$ cat src/rtl/wdt_window_ctrl.sv
// Windowed watchdog: prescaled tick counter with an early-kick window, warning
// phase with grace period, and a latched reset request until enable drops.
module wdt_window_ctrl #(
  parameter int CNT_W    = 16,
  parameter int PRESCALE = 4,
  parameter int GRACE    = 8
) (
  input  logic             clk,
  input  logic             rst,
  input  logic             cfg_valid,
  output logic             cfg_ready,
  input  logic [CNT_W-1:0] cfg_timeout,
  input  logic [CNT_W-1:0] cfg_window,
  output logic             cfg_err,
  input  logic             enable,
  input  logic             kick,
  output logic [CNT_W-1:0] count_o,
  output logic [1:0]       state_o,
  output logic             early_irq,
  output logic             warn_irq,
  output logic             wdt_reset
);

  localparam int PS_W = $clog2(PRESCALE) + 1;
  localparam int GR_W = $clog2(GRACE) + 1;

  typedef enum logic [1:0] {
    S_IDLE = 2'b00,
    S_RUN  = 2'b01,
    S_WARN = 2'b10,
    S_BITE = 2'b11
  } state_t;

  state_t           r_state,    w_stateNext;
  logic [CNT_W-1:0] r_count,    w_countNext;
  logic [PS_W-1:0]  r_presc,    w_prescNext;
  logic [GR_W-1:0]  r_grace,    w_graceNext;
  logic [CNT_W-1:0] r_timeout,  w_timeoutNext;
  logic [CNT_W-1:0] r_window,   w_windowNext;
  logic             r_cfgErr,   w_cfgErrNext;
  logic             r_earlyIrq, w_earlyIrqNext;
  logic             w_tick;

  always_ff @(posedge clk or posedge rst) begin
    if (rst) begin
      r_state    <= S_IDLE;
      r_count    <= '0;
      r_presc    <= '0;
      r_grace    <= '0;
      r_timeout  <= '1;
      r_window   <= '0;
      r_cfgErr   <= 1'b0;
      r_earlyIrq <= 1'b0;
    end else begin
      r_state    <= w_stateNext;
      r_count    <= w_countNext;
      r_presc    <= w_prescNext;
      r_grace    <= w_graceNext;
      r_timeout  <= w_timeoutNext;
      r_window   <= w_windowNext;
      r_cfgErr   <= w_cfgErrNext;
      r_earlyIrq <= w_earlyIrqNext;
    end
  end

  // Ticks only exist while the watchdog is counting; the prescaler restarts
  // on every kick and every state change so tick phase is relative to them.
  assign w_tick = ((r_state == S_RUN) || (r_state == S_WARN)) &&
                  (r_presc == PS_W'(PRESCALE - 1));

  always_comb begin
    w_stateNext    = r_state;
    w_countNext    = r_count;
    w_prescNext    = r_presc;
    w_graceNext    = r_grace;
    w_timeoutNext  = r_timeout;
    w_windowNext   = r_window;
    w_cfgErrNext   = 1'b0;
    w_earlyIrqNext = 1'b0;

    case (r_state)
      S_IDLE: begin
        if (cfg_valid) begin
          if ((cfg_timeout != '0) && (cfg_window < cfg_timeout)) begin
            w_timeoutNext = cfg_timeout;
            w_windowNext  = cfg_window;
          end else begin
            w_cfgErrNext = 1'b1;
          end
        end
        w_countNext = '0;
        w_prescNext = '0;
        w_graceNext = '0;
        if (enable) w_stateNext = S_RUN;
      end

      S_RUN: begin
        if (!enable) begin
          w_stateNext = S_IDLE;
          w_countNext = '0;
          w_prescNext = '0;
          w_graceNext = '0;
        end else if (kick) begin
          w_prescNext = '0;
          if (r_count >= r_window) begin
            w_countNext = '0;
          end else begin
            w_stateNext    = S_BITE;
            w_earlyIrqNext = 1'b1;
          end
        end else if (w_tick) begin
          w_prescNext = '0;
          w_countNext = r_count + CNT_W'(1);
          if (r_count == (r_timeout - CNT_W'(1))) begin
            w_stateNext = S_WARN;
            w_graceNext = '0;
          end
        end else begin
          w_prescNext = r_presc + PS_W'(1);
        end
      end

      S_WARN: begin
        if (!enable) begin
          w_stateNext = S_IDLE;
          w_countNext = '0;
          w_prescNext = '0;
          w_graceNext = '0;
        end else if (kick) begin
          w_stateNext = S_RUN;
          w_countNext = '0;
          w_prescNext = '0;
          w_graceNext = '0;
        end else if (w_tick) begin
          w_prescNext = '0;
          if (r_grace == GR_W'(GRACE - 1)) begin
            w_stateNext = S_BITE;
          end else begin
            w_graceNext = r_grace + GR_W'(1);
          end
        end else begin
          w_prescNext = r_presc + PS_W'(1);
        end
      end

      S_BITE: begin
        w_prescNext = '0;
        if (!enable) begin
          w_stateNext = S_IDLE;
          w_countNext = '0;
          w_graceNext = '0;
        end
      end

      default: begin
        w_stateNext = S_IDLE;
      end
    endcase
  end

  assign cfg_ready = (r_state == S_IDLE);
  assign cfg_err   = r_cfgErr;
  assign early_irq = r_earlyIrq;
  assign warn_irq  = (r_state == S_WARN);
  assign wdt_reset = (r_state == S_BITE);
  assign count_o   = r_count;
  assign state_o   = r_state;

endmodule

$ cat config.mk
export PLATFORM = sky130hd
export DESIGN_NAME = wdt_window_ctrl
export DESIGN_NICKNAME = d
export VERILOG_FILES = /design/src/rtl/wdt_window_ctrl.sv
export SDC_FILE = /design/constraint.sdc
export NUM_CORES = 1
export LEC_CHECK = 0
export ABC_AREA = 1
export BUFFER_PORTS_ARGS = -buffer_cell sky130_fd_sc_hd__buf_2
export CAP_MARGIN = 20
export CORE_MARGIN = 3
export CORE_UTILIZATION = 35
export CTS_CLUSTER_DIAMETER = 100
export DETAILED_ROUTE_END_ITERATION = 8
export GPL_TIMING_DRIVEN = 0
export PLACE_DENSITY = 0.62
export SLEW_MARGIN = 20
export SYNTH_ARGS = -nofsm -noshare
export SYNTH_HDL_FRONTEND = slang
export SYNTH_SLANG_ARGS = --single-unit
$ cat constraint.sdc
create_clock -name clk -period 2.7 [get_ports clk]
set_input_delay 0.54 -clock clk [delete_from_list [all_inputs] [get_ports clk]]
set_output_delay 0.54 -clock clk [all_outputs]
set_load 0.005 [all_outputs]
==> metrics.txt <==
# TYPE chip_impl_metric gauge
chip_impl_info{name="cts-root-buf",value="sky130_fd_sc_hd__clkbuf_16"} 1
chip_impl_metric{name="timing.critical_path.arrival",unit="ns"} 2.57
chip_impl_info{name="r2r-end",value="r_grace[0]"} 1
chip_impl_metric{name="n_fill_cell",unit=""} 1275
chip_impl_metric{name="critical_path.max_stage_delay",unit="ns"} 0.41
chip_impl_metric{name="cts_repair_resize_count",unit=""} 0
chip_impl_metric{name="cts_hold_buf",unit=""} 0
chip_impl_metric{name="synth_edf_count",unit=""} 0
chip_impl_metric{name="die_area",unit="sq um"} 13900
chip_impl_metric{name="drive_gt1_frac",unit=""} 0.206
chip_impl_metric{name="totalWireLength",unit="mm"} 11.1
chip_impl_metric{name="io-pin-count",unit=""} 60
chip_impl_metric{name="clock_sink_count",unit=""} 59
chip_impl_metric{name="pwr_density_cell",unit="nW/um^2"} 901
chip_impl_metric{name="wire_per_inst",unit="um"} 13.2
chip_impl_metric{name="num_vias",unit=""} 4013
chip_impl_metric{name="pin_count_of_the_biggest_net_entering_global_routing",unit=""} 39
chip_impl_metric{name="period_share",unit=""} 0.868
chip_impl_metric{name="initial_drc_count",unit=""} 179
chip_impl_metric{name="vdd_drop_max",unit="V"} 0.000393
chip_impl_metric{name="synth_nets",unit=""} 672
chip_impl_metric{name="maxClockFrequency",unit="GHz"} 0.427
chip_impl_metric{name="async_flop_share",unit=""} 1.00
chip_impl_metric{name="register_bit_count_reported_by_yosys",unit=""} 59
chip_impl_metric{name="floorplan.die.width",unit="um"} 118
chip_impl_metric{name="synth.yosys.warnings",unit=""} 0
chip_impl_metric{name="routed_via_density",unit=""} 4.78
chip_impl_metric{name="antenna_left",unit=""} 0
chip_impl_metric{name="timing.slew.headroom",unit=""} 0.681
chip_impl_metric{name="htreeDepth",unit=""} 3
chip_impl_metric{name="route.detailed.drc",unit=""} 0
chip_impl_metric{name="n_antenna_cell",unit=""} 0
chip_impl_metric{name="cellLeakagePower",unit="nW"} 2.69
chip_impl_metric{name="first_global_vias",unit=""} 4083
chip_impl_metric{name="timing.final.crit_period",unit="ns"} 2.34
chip_impl_metric{name="drv_cap",unit=""} 0
chip_impl_metric{name="placement_rows",unit=""} 40
chip_impl_metric{name="finalHoldViolations",unit=""} 0
chip_impl_metric{name="io_buffer_count",unit=""} 58
chip_impl_metric{name="total_placed_instance_area",unit="sq um"} 4890
chip_impl_info{name="crit_chain",value="inv_1, ha_1, nand2_1, nor2_2, nand3_1, nor2_1, nand2_1, nor2_1, nand3_1, nor2_2, nand3_2, nand2_2, nand2_4, nand2_1, o21ai_2"} 1
chip_impl_metric{name="total_power",unit="mW"} 4.68
chip_impl_info{name="holdCritPathClass",value="input pin to asynchronous set/reset pin"} 1
chip_impl_info{name="critical_path.most_common_cell",value="sky130_fd_sc_hd__nand2_1"} 1
chip_impl_metric{name="ctsLongestPathBuffers",unit=""} 2
chip_impl_metric{name="fp.coreArea",unit="sq um"} 12100
chip_impl_info{name="critPathLaunch",value="state_o[0]"} 1
chip_impl_metric{name="nets",unit=""} 742
chip_impl_info{name="grt_setup_unrepaired",value="false"} 1
chip_impl_metric{name="regToRegSetupSlack",unit="ns"} 0.36
chip_impl_metric{name="fin_skew",unit="ns"} 0.00809
chip_impl_metric{name="track_usage",unit=""} 0.168
chip_impl_metric{name="place.gp.congestion",unit=""} 0.819
chip_impl_metric{name="seq_area",unit="sq um"} 1500
chip_impl_info{name="synth_flop_cell",value="sky130_fd_sc_hd__dfrtp_1"} 1
chip_impl_metric{name="critical_path_required",unit="ns"} 2.92
chip_impl_info{name="slowest_stage",value="sky130_fd_sc_hd__dfrtp_1"} 1
chip_impl_metric{name="worstPathMaxFanout",unit=""} 8
chip_impl_metric{name="setup-violations-final",unit=""} 0
chip_impl_info{name="crit_path_start_kind",value="register"} 1
chip_impl_metric{name="antenna_found_initial",unit=""} 0
chip_impl_metric{name="timing.final.max_slew_violations",unit=""} 0
chip_impl_metric{name="number_of_iterations_in_the_first_detailed_routing_pass",unit=""} 4
chip_impl_metric{name="dp_hpwl",unit="mm"} 8.87
chip_impl_info{name="cp-end-kind",value="register"} 1
chip_impl_metric{name="grt_first_pass_wirelength",unit="mm"} 19.2
chip_impl_metric{name="clk_latency",unit="ns"} 0.33
chip_impl_metric{name="global_route.overflow_total",unit=""} 0
chip_impl_metric{name="cts_inserted_buffers",unit=""} 9
chip_impl_metric{name="cts_setup_buffers",unit=""} 0
chip_impl_info{name="crit_type",value="register to register"} 1
chip_impl_metric{name="final_area",unit="sq um"} 5200
chip_impl_metric{name="multiInputGateArea",unit="sq um"} 2430
chip_impl_metric{name="worst_setup_hold_path_clk_slew",unit="ns"} 0.06
chip_impl_metric{name="synth_area_per_cell",unit="sq um"} 7.33
chip_impl_info{name="clock_tree_from_tritoncts",value="done"} 1
chip_impl_metric{name="synth.lib_cells_used.distinct",unit=""} 37
chip_impl_metric{name="rr_worst_depth",unit=""} 15
chip_impl_metric{name="worst-slew-pin-transition",unit="ns"} 0.475
chip_impl_metric{name="synthesis.area",unit="sq um"} 4370
chip_impl_metric{name="netlist_instances",unit=""} 596
chip_impl_metric{name="area_growth_syn_to_layout",unit="%"} 19.0
chip_impl_metric{name="fp.dieH",unit="um"} 118
chip_impl_metric{name="initial_core_util",unit=""} 0.361
chip_impl_info{name="outcome",value="finished, final reports clean"} 1
chip_impl_metric{name="ys_seq_area_frac",unit=""} 0.343
chip_impl_info{name="critical_path.reg2reg.startpoint",value="state_o[0]"} 1
-- cell families (layout without fill, tap and decap cells) --
family,Yosys count,count (layout),share of synthesized area
compound gates,92,92,0.115
xor+xnor,18,18,0.0361
fa+ha+maj,39,39,0.112
buf+inv,112,187,0.100
flops,59,59,0.343
simple gates,276,276,0.294
-- cells in the mapped netlist, types with 6 or more instances --
| cell type | instances | area share |
|---|---|---|
| sky130_fd_sc_hd__a21oi_1 | 29 | 0.033 |
| sky130_fd_sc_hd__nand4_1 | 12 | 0.017 |
| sky130_fd_sc_hd__nand3_1 | 40 | 0.046 |
| sky130_fd_sc_hd__o21ai_1 | 27 | 0.031 |
| sky130_fd_sc_hd__xor2_1 | 11 | 0.022 |
| sky130_fd_sc_hd__ha_1 | 39 | 0.11 |
| sky130_fd_sc_hd__o21ai_0 | 24 | 0.028 |
| sky130_fd_sc_hd__dfstp_2 | 16 | 0.096 |
| sky130_fd_sc_hd__inv_1 | 95 | 0.082 |
| sky130_fd_sc_hd__inv_2 | 7 | 0.0060 |
| sky130_fd_sc_hd__xnor2_1 | 7 | 0.014 |
| sky130_fd_sc_hd__nor2_2 | 8 | 0.011 |
| sky130_fd_sc_hd__nor2_1 | 38 | 0.033 |
| sky130_fd_sc_hd__nand2_1 | 142 | 0.12 |
| sky130_fd_sc_hd__nand2_2 | 6 | 0.0086 |
| sky130_fd_sc_hd__dfrtp_1 | 43 | 0.25 |
-- cells in the final DEF (no fill, tap or decap), drive strengths merged, types with 13 or more instances in the layout --
master  instances
nand4          13
a21oi          29
nand2         150
o21ai          56
nor2           51
dfrtp          43
clkbuf         19
inv           102
ha             39
buf            64
nand3          43
dfstp          16
-- stage by stage --
step	hold slack (ns)	setup WS (ns)	util	setup TNS, ns	instances
3_5_place_dp	0.439	0.253	0.404	0	823
4_1_cts	0.168	0.303	0.429	0	839
6_report	0.161	0.357	0.429	0	839
5_1_grt	0.182	0.165	0.429	0	839
3_3_place_gp	0.431	-0.0351	0.402	-1.19	822
2_1_floorplan	0.418	0.702	-	0	596
-- cell type report --
type / count / area share
inverters: 102 / 0.0741
clock inverters: 2 / 0.00674
well taps: 168 / 0.0404
multi-input cells: 425 / 0.468
flip-flops and latches: 59 / 0.288
plain buffers: 10 / 0.0103
clock buffers: 14 / 0.0527
repair buffers: 59 / 0.0597
-- how the worst max path moves through the flow --
stage               cells past startpoint      endpoint  slack, ns
detailed placement                     12  r_window[10]       0.25
CTS                                    15    r_grace[0]       0.30
global placement                        2   r_window[0]      -0.04
floorplan                              12  r_window[10]       0.70
finish                                 15    r_grace[0]       0.36
global route                           15    r_grace[2]       0.16
-- layer usage --
layer  track usage  vias up  part of all wire
li1              -     2077                 -
met1         0.213     1822              0.47
met2         0.286       93              0.47
met3        0.0216       21             0.034
met4        0.0769        0             0.029
met5             0        -                 0
-- power by group --
group	switching [mW]	total [mW]	internal [mW]
registers	0.299	1.55	1.25
logic	1.20	1.94	0.741
clock network	0.413	1.20	0.789
total	1.91	4.68	2.78
-- critical path: cells and delay by family (launching register included) --
family	cells	cell delay (ns)
compound gates	1	0.05
fa+ha+maj	1	0.34
buf+inv	1	0.08
flops	1	0.41
simple gates	12	1.37
-- flip-flops by register name (all words and copies together), names as in the netlist --
name	cells
r_window	16
early_irq	1
r_timeout	16
count_o	16
r_grace	4
state_o	2
r_presc	3
cfg_err	1
No activity file was read; power rests on OpenSTA's default activity.
